**config.mk**
```make
export PLATFORM = sky130hd
export DESIGN_NAME = eeprom_cmd_seq
export DESIGN_NICKNAME = d
export VERILOG_FILES = /design/src/rtl/eeprom_cmd_pkg.sv /design/src/rtl/seq_timeout_cnt.sv /design/src/rtl/eeprom_cmd_seq.sv
export SDC_FILE = /design/constraint.sdc
export NUM_CORES = 1
export LEC_CHECK = 0
export BUFFER_PORTS_ARGS = -buffer_cell sky130_fd_sc_hd__buf_4
export CAP_MARGIN = 20
export CELL_PAD_IN_SITES_DETAIL_PLACEMENT = 1
export CELL_PAD_IN_SITES_GLOBAL_PLACEMENT = 1
export CORE_MARGIN = 2
export CORE_UTILIZATION = 37
export CTS_CLUSTER_SIZE = 8
export DETAILED_ROUTE_END_ITERATION = 10
export PLACE_DENSITY_LB_ADDON = 0.1
export SLEW_MARGIN = 15
export SYNTH_ARGS = -nofsm -noshare
export SYNTH_HDL_FRONTEND = slang
export SYNTH_SLANG_ARGS = --single-unit
export TNS_END_PERCENT = 10
```
**constraint.sdc**
```tcl
create_clock -name sys_clk -period 2.7 [get_ports sys_clk]
set_input_delay 0.135 -clock sys_clk [delete_from_list [all_inputs] [get_ports sys_clk]]
set_output_delay 0.135 -clock sys_clk [all_outputs]
set_load 0.05 [all_outputs]
```
**src/rtl/eeprom_cmd_pkg.sv**
```systemverilog
// rtl/eeprom_cmd_pkg.sv - shared types and constants for the EEPROM command sequencer
// Contents: sequencer state enum, command word field positions, control-byte
// read flag position, timer width and default response tags.
package eeprom_cmd_pkg;

   typedef enum logic [2:0] {
      ST_IDLE,
      ST_LATCH,
      ST_REQ,
      ST_WAIT_HI,
      ST_WAIT_LO,
      ST_ERR,
      ST_PUSH,
      ST_KICK
   } seq_state_t;

   localparam int CMD_CTRL_MSB = 63;
   localparam int CMD_CTRL_LSB = 56;
   localparam int CMD_DATA_MSB = 31;
   localparam int CTRL_RD_BIT  = 0;

   localparam int TMR_W = 24;

   localparam logic [31:0] DEF_RESP_TAG = 32'hAACCDDEE;
   localparam logic [31:0] DEF_ERR_TAG  = 32'hEEEE0BAD;

endpackage

```
**src/rtl/seq_timeout_cnt.sv**
```systemverilog
// rtl/seq_timeout_cnt.sv - 24-bit saturating wait timer with clear and compare
// Ports:
//   sys_clk, sys_rst_n : clock, asynchronous active-low reset
//   clear              : forces the count back to zero on the next edge
//   limit              : compare value
//   expired            : high while the count is at or beyond limit
module seq_timeout_cnt
   import eeprom_cmd_pkg::*;
(
   input  logic             sys_clk,
   input  logic             sys_rst_n,
   input  logic             clear,
   input  logic [TMR_W-1:0] limit,
   output logic             expired
);

   logic [TMR_W-1:0] count;

   always_ff @(posedge sys_clk or negedge sys_rst_n) begin
      if (!sys_rst_n) begin
         count <= '0;
      end else if (clear) begin
         count <= '0;
      end else if (count != '1) begin
         count <= count + 1'b1;
      end
   end

   assign expired = (count >= limit);

endmodule

```
**src/rtl/eeprom_cmd_seq.sv**
```systemverilog
// rtl/eeprom_cmd_seq.sv - sequencer from UART RX FIFO commands to EEPROM controller and TX responses
// Build option: WRITE_ECHO_EN - when defined, write commands also push {RESP_TAG, write data}.
// Ports:
//   sys_clk, sys_rst_n              : clock, asynchronous active-low reset
//   enable                          : accept new commands while high
//   rx_fifo_empty/rd_en/dout        : command FIFO (dout valid the cycle after rd_en)
//   eep_ctrl_byte/data_in/req       : request to EEPROM controller
//   eep_busy/data_out               : controller status and read data
//   tx_fifo_full/wr_en/din          : response FIFO
//   tx_busy/tx_enable               : UART transmit engine status and kick
//   seq_busy                        : sequencer not idle
//   cmd_cnt, err_cnt                : completed commands (wrapping), timeouts (saturating)
module eeprom_cmd_seq
   import eeprom_cmd_pkg::*;
#(
   parameter int          START_TIMEOUT = 1000,
   parameter int          BUSY_TIMEOUT  = 5_000_000,
   parameter logic [31:0] RESP_TAG      = DEF_RESP_TAG,
   parameter logic [31:0] ERR_TAG       = DEF_ERR_TAG
)(
   input  logic        sys_clk,
   input  logic        sys_rst_n,
   input  logic        enable,
   input  logic        rx_fifo_empty,
   output logic        rx_fifo_rd_en,
   input  logic [63:0] rx_fifo_dout,
   output logic [7:0]  eep_ctrl_byte,
   output logic [31:0] eep_data_in,
   output logic        eep_req,
   input  logic        eep_busy,
   input  logic [31:0] eep_data_out,
   input  logic        tx_fifo_full,
   output logic        tx_fifo_wr_en,
   output logic [63:0] tx_fifo_din,
   input  logic        tx_busy,
   output logic        tx_enable,
   output logic        seq_busy,
   output logic [15:0] cmd_cnt,
   output logic [7:0]  err_cnt
);

   localparam logic [TMR_W-1:0] START_LIMIT = TMR_W'(START_TIMEOUT);
   localparam logic [TMR_W-1:0] BUSY_LIMIT  = TMR_W'(BUSY_TIMEOUT);

   seq_state_t       state;
   logic             from_err;
   logic             tmr_clear;
   logic             tmr_expired;
   logic [TMR_W-1:0] tmr_limit;
   logic             unused_rsvd;

   assign unused_rsvd = ^rx_fifo_dout[55:32];

   // Timer is held at zero while idle, so the start timeout counts from the pop;
   // it restarts when busy rises so the busy timeout covers only the busy phase.
   assign tmr_clear = (state == ST_IDLE) || ((state == ST_WAIT_HI) && eep_busy);
   assign tmr_limit = (state == ST_WAIT_LO) ? BUSY_LIMIT : START_LIMIT;

   seq_timeout_cnt u_timer (
      .sys_clk   (sys_clk),
      .sys_rst_n (sys_rst_n),
      .clear     (tmr_clear),
      .limit     (tmr_limit),
      .expired   (tmr_expired)
   );

   assign seq_busy = (state != ST_IDLE);

   always_ff @(posedge sys_clk or negedge sys_rst_n) begin
      if (!sys_rst_n) begin
         state         <= ST_IDLE;
         from_err      <= 1'b0;
         rx_fifo_rd_en <= 1'b0;
         eep_req       <= 1'b0;
         tx_fifo_wr_en <= 1'b0;
         tx_enable     <= 1'b0;
         eep_ctrl_byte <= '0;
         eep_data_in   <= '0;
         tx_fifo_din   <= '0;
         cmd_cnt       <= '0;
         err_cnt       <= '0;
      end else begin
         rx_fifo_rd_en <= 1'b0;
         eep_req       <= 1'b0;
         tx_fifo_wr_en <= 1'b0;
         tx_enable     <= 1'b0;
         case (state)
            ST_IDLE: begin
               if (enable && !rx_fifo_empty) begin
                  rx_fifo_rd_en <= 1'b1;
                  state         <= ST_LATCH;
               end
            end
            // The pop strobe is registered, so the FIFO sees it at the end of
            // this cycle; the popped word is on rx_fifo_dout during REQ.
            ST_LATCH: state <= ST_REQ;
            ST_REQ: begin
               eep_ctrl_byte <= rx_fifo_dout[CMD_CTRL_MSB:CMD_CTRL_LSB];
               eep_data_in   <= rx_fifo_dout[CMD_DATA_MSB:0];
               eep_req       <= 1'b1;
               from_err      <= 1'b0;
               state         <= ST_WAIT_HI;
            end
            ST_WAIT_HI: begin
               if (eep_busy) begin
                  state <= ST_WAIT_LO;
               end else if (tmr_expired) begin
                  state <= ST_ERR;
               end
            end
            ST_WAIT_LO: begin
               if (!eep_busy) begin
                  if (eep_ctrl_byte[CTRL_RD_BIT]) begin
                     tx_fifo_din <= {RESP_TAG, eep_data_out};
                     state       <= ST_PUSH;
                  end else begin
`ifdef WRITE_ECHO_EN
                     tx_fifo_din <= {RESP_TAG, eep_data_in};
                     state       <= ST_PUSH;
`else
                     cmd_cnt <= cmd_cnt + 1'b1;
                     state   <= ST_IDLE;
`endif
                  end
               end else if (tmr_expired) begin
                  state <= ST_ERR;
               end
            end
            ST_ERR: begin
               if (err_cnt != '1) begin
                  err_cnt <= err_cnt + 1'b1;
               end
               tx_fifo_din <= {ERR_TAG, eep_ctrl_byte, 24'h0};
               from_err    <= 1'b1;
               state       <= ST_PUSH;
            end
            ST_PUSH: begin
               if (!tx_fifo_full) begin
                  tx_fifo_wr_en <= 1'b1;
                  state         <= ST_KICK;
               end
            end
            ST_KICK: begin
               if (!tx_busy) begin
                  tx_enable <= 1'b1;
                  if (!from_err) begin
                     cmd_cnt <= cmd_cnt + 1'b1;
                  end
                  state <= ST_IDLE;
               end
            end
            default: state <= ST_IDLE;
         endcase
      end
   end

endmodule

```
==> summary.md <==
The finished cells cover 8980 µm². The filler cells instantiated in the layout total 1779. The sequential-to-total area share from yosys stat was 0.535. Pin count of the biggest net entering global routing: 55.

TritonCTS built the clock tree. The remaining design rule violation count came out at 0. The synthesized design contains 131 register bits. The leakage power is 4.38 nW.

The tools report the number of global-route vias before repair as 5700. The worst setup path is launched from a flop. The effective utilization at floorplan was 0.374; the maximum fanout along the worst path was 8. STA classifies the critical path endpoint as a flop.

Once detail routing completed, the nets flagged for antenna violations numbered 0. The relative slew slack was 0.527. The average instance area after synthesis was 10.8 µm²; the number of warnings issued by yosys was 0. After layout, the worst setup slack is 0.263 ns. The number of enable-type register cells in the synthesized netlist was 0. The area of placed instances came out at 7750 µm².

The run gives 2 as the maximum buffer depth of the clock tree. The clock-pin transition on the worst setup and hold timing paths was 0.06 ns; the number of H-tree levels was 4. The logs give 131 for the total number of clock tree sinks and 3.05 ns for the required arrival time at the worst endpoint. The growth of design area from synthesis to finish came out at 46.5%. Across the routed clock network, the largest skew measured is 0.00770 ns. The run gives 0 as the number of antenna violations at the first check in global routing. Clock root buffer master: sky130_fd_sc_hd__clkbuf_16. For the number of failing setup endpoints in the final timing report, the log shows 0.

Final antenna diode count: 0. The fraction of registers with async set/reset was 1.00; the first-pass GRT wire length was 30400 µm. The post-CTS setup-driven buffer insertion count was 0; the number of cell rows was 47. Setup TNS after final layout: 0 ns. Timing analysis after detailed placement gives a worst setup slack of 0.162 ns.

For this run the aggregate overflow at the end of global routing stands at 0. The kind of critical path is reg -> reg. The logs give 0.0108 W for the overall power and 0.41 ns for the latest clock arrival within the worst-skew pair. The maximum VDD drop was 0.634 mV; the routed wirelength normalized by instance count was 17.6 µm. Counting distinct cell types in the post-synthesis netlist gives 59. For the count of final hold-check violations, the log shows 0.

The run finished with clean final reports. The width of the chip is 133 µm, and the chip height is 133 µm. For this design the ratio of total power to cell area is 1210 nW/µm². The count of routing violations after the opening detailed-route iteration came out at 187. The number of max-slew violations in the final report is 0.

The measured slew at the worst slew-check pin is 0.709 ns. The most used flip-flop cell after synthesis is sky130_fd_sc_hd__dfrtp_1. The tool flagged a number of max-cap violations equal to 0. The worst hold path belongs to the class in -> reg. Detailed placement finished with a half-perimeter wire length of 12400 µm.

The first detailed-routing pass took 4 iterations. The count of boundary I/O pins is 236, and the via-per-instance ratio is 4.97. Summing every instance area after synthesis gives 6130 µm². The logs give 18600 µm for the total routed wirelength and 0.790 for the final weighted congestion in routability-driven placement. Buffers placed on the I/O ports in this run total 205. Based on the critical path, the design can be clocked at up to 410 MHz.

Setup repair after global routing left no endpoint under its margin. The routed design could run at a clock period as short as 2.44 ns. The tools report the total routing resource utilization after global routing as 0.219.

The run gives 2.78 ns as the critical path arrival. For the number of vias in the routed layout, the log shows 5241. The standard cell core area is 16400 µm², and the area share of the largest cell type after synthesis is 0.535. Ranked by total cell area, the synthesized netlist is headed by sky130_fd_sc_hd__dfrtp_1 (53%), sky130_fd_sc_hd__mux2_2 (7.7%), sky130_fd_sc_hd__xnor2_1 (4.3%). The number of clock buffers added by TritonCTS is 17. The final layout contains 935 nets. The post-route fraction of the period consumed by the critical path was 0.903; the synthesized instance count was 566. The die covers 17600 µm². Ratio of cells with drive above 1 in the final layout: 0.370. Largest area contributor in the netlist: sky130_fd_sc_hd__dfrtp_1.
worst paths after layout:
kind	startpoint	end	slack (ns)	cells past startpoint
setup / recovery	state[1]$_DFFE_PN0P_	state[1]$_DFFE_PN0P_	0.26	8
hold / removal	eep_data_out[25]	tx_fifo_din[25]$_DFFE_PN0P_	0.02	3
setup reg to reg	state[1]$_DFFE_PN0P_	state[1]$_DFFE_PN0P_	0.26	8
hold reg to reg	err_cnt[6]$_DFFE_PN0P_	err_cnt[6]$_DFFE_PN0P_	0.50	1
max in group asynchronous	sys_rst_n	eep_data_in[0]$_DFFE_PN0P_	1.51	3
min in group asynchronous	sys_rst_n	eep_data_in[3]$_DFFE_PN0P_	0.35	2
repair_timing:
action,CTS,global route
resized for setup,0,1
hold buffers,67,0
endpoints found under the hold margin,114,0
endpoints found under the setup margin,0,1
registers in the layout, indices dropped and copies added (netlist names):
register / count
state: 3
eep_req: 1
rx_fifo_rd_en: 1
u_timer.count: 24
cmd_cnt: 16
tx_fifo_din: 35
err_cnt: 8
from_err: 1
eep_ctrl_byte: 8
eep_data_in: 32
tx_fifo_wr_en: 1
tx_enable: 1
where the power goes:
part           switching (W)  internal, W
Sequential          0.000506      0.00266
Clock               0.000828      0.00133
Combinational        0.00369      0.00181
Total                0.00503      0.00580
synth_stat cells (all sizes together), types with 8 or more instances:
library cell / number
a21oi: 17
and3: 11
buf: 47
dfrtp: 131
ha: 10
inv: 11
mux2: 45
nand2: 69
nand3: 48
nand4: 14
nor2: 46
o22ai: 8
xnor2: 30
layout by cell type (no fill, tap or decap), types with 6 or more instances in the layout:
cell,Yosys,layout
sky130_fd_sc_hd__buf_4,29,216
sky130_fd_sc_hd__dfrtp_1,131,131
sky130_fd_sc_hd__nand2_1,69,68
sky130_fd_sc_hd__dlygate4sd3_1,0,67
sky130_fd_sc_hd__nand3_1,47,47
sky130_fd_sc_hd__nor2_1,44,44
sky130_fd_sc_hd__mux2_2,42,42
sky130_fd_sc_hd__xnor2_1,30,30
sky130_fd_sc_hd__clkbuf_16,0,17
sky130_fd_sc_hd__a21oi_1,15,15
sky130_fd_sc_hd__inv_1,11,11
sky130_fd_sc_hd__nand4_1,10,10
sky130_fd_sc_hd__ha_1,10,10
sky130_fd_sc_hd__and3_1,9,9
sky130_fd_sc_hd__o22ai_1,8,8
sky130_fd_sc_hd__nor3_1,6,6
sky130_fd_sc_hd__xor2_1,6,6
sky130_fd_sc_hd__o21ai_0,6,6
sky130_fd_sc_hd__a211oi_1,6,6
sky130_fd_sc_hd__conb_1,1,6
per-layer routing:
metal | track usage | part of all wire | up-vias | wire, µm
li1 | - | - | 2442 | -
met1 | 0.264 | 0.42 | 2626 | 7860
met2 | 0.387 | 0.51 | 158 | 9510
met3 | 0.0586 | 0.052 | 15 | 968
met4 | 0.0579 | 0.013 | 0 | 237
met5 | 0 | 0 | - | 0
layout make-up:
cell class	count	area, µm²	area share
Clock inverter	9	80.1	0.00892
Inverter	11	41.3	0.00460
Clock buffer	23	478	0.0532
Tap cell	220	275	0.0307
Sequential cell	131	3280	0.365
Multi-Input combinational cell	376	2490	0.278
Timing Repair Buffer	285	2330	0.260
kinds of logic (layout without fill, tap and decap cells):
| group | count (synthesis) | after routing | share of synthesized area |
|---|---|---|---|
| and+or+nand+nor | 225 | 225 | 0.188 |
| DFF | 131 | 131 | 0.535 |
| buffers and inverters | 64 | 328 | 0.0620 |
| AOI/OAI and AO/OA | 53 | 53 | 0.0578 |
| muxes | 46 | 46 | 0.0849 |
| xor gates and xnor gates | 36 | 36 | 0.0514 |
| adders and majority gates | 10 | 10 | 0.0204 |
| other | 1 | 6 | 0.000612 |
worst max-delay path: stages (launching register included):
cell,delay [ns]
sky130_fd_sc_hd__dfrtp_1,0.39
sky130_fd_sc_hd__nor2_2,0.24
sky130_fd_sc_hd__nand2_2,0.19
sky130_fd_sc_hd__ha_1,0.36
sky130_fd_sc_hd__a2111o_1,0.42
sky130_fd_sc_hd__a211oi_1,0.23
sky130_fd_sc_hd__o21ai_0,0.18
sky130_fd_sc_hd__nor3b_1,0.23
sky130_fd_sc_hd__a21bo_1,0.13
per-stage QoR:
step | hold slack, ns | instances | utilization
floorplan | -0.161 | 571 | -
global placement | 0.220 | 956 | 0.472
detailed placement | 0.225 | 956 | 0.472
CTS | 0.000975 | 1055 | 0.547
global route | 0.0166 | 1055 | 0.547
finish | 0.0176 | 1055 | 0.547
Power figures use the tool's default switching activity.
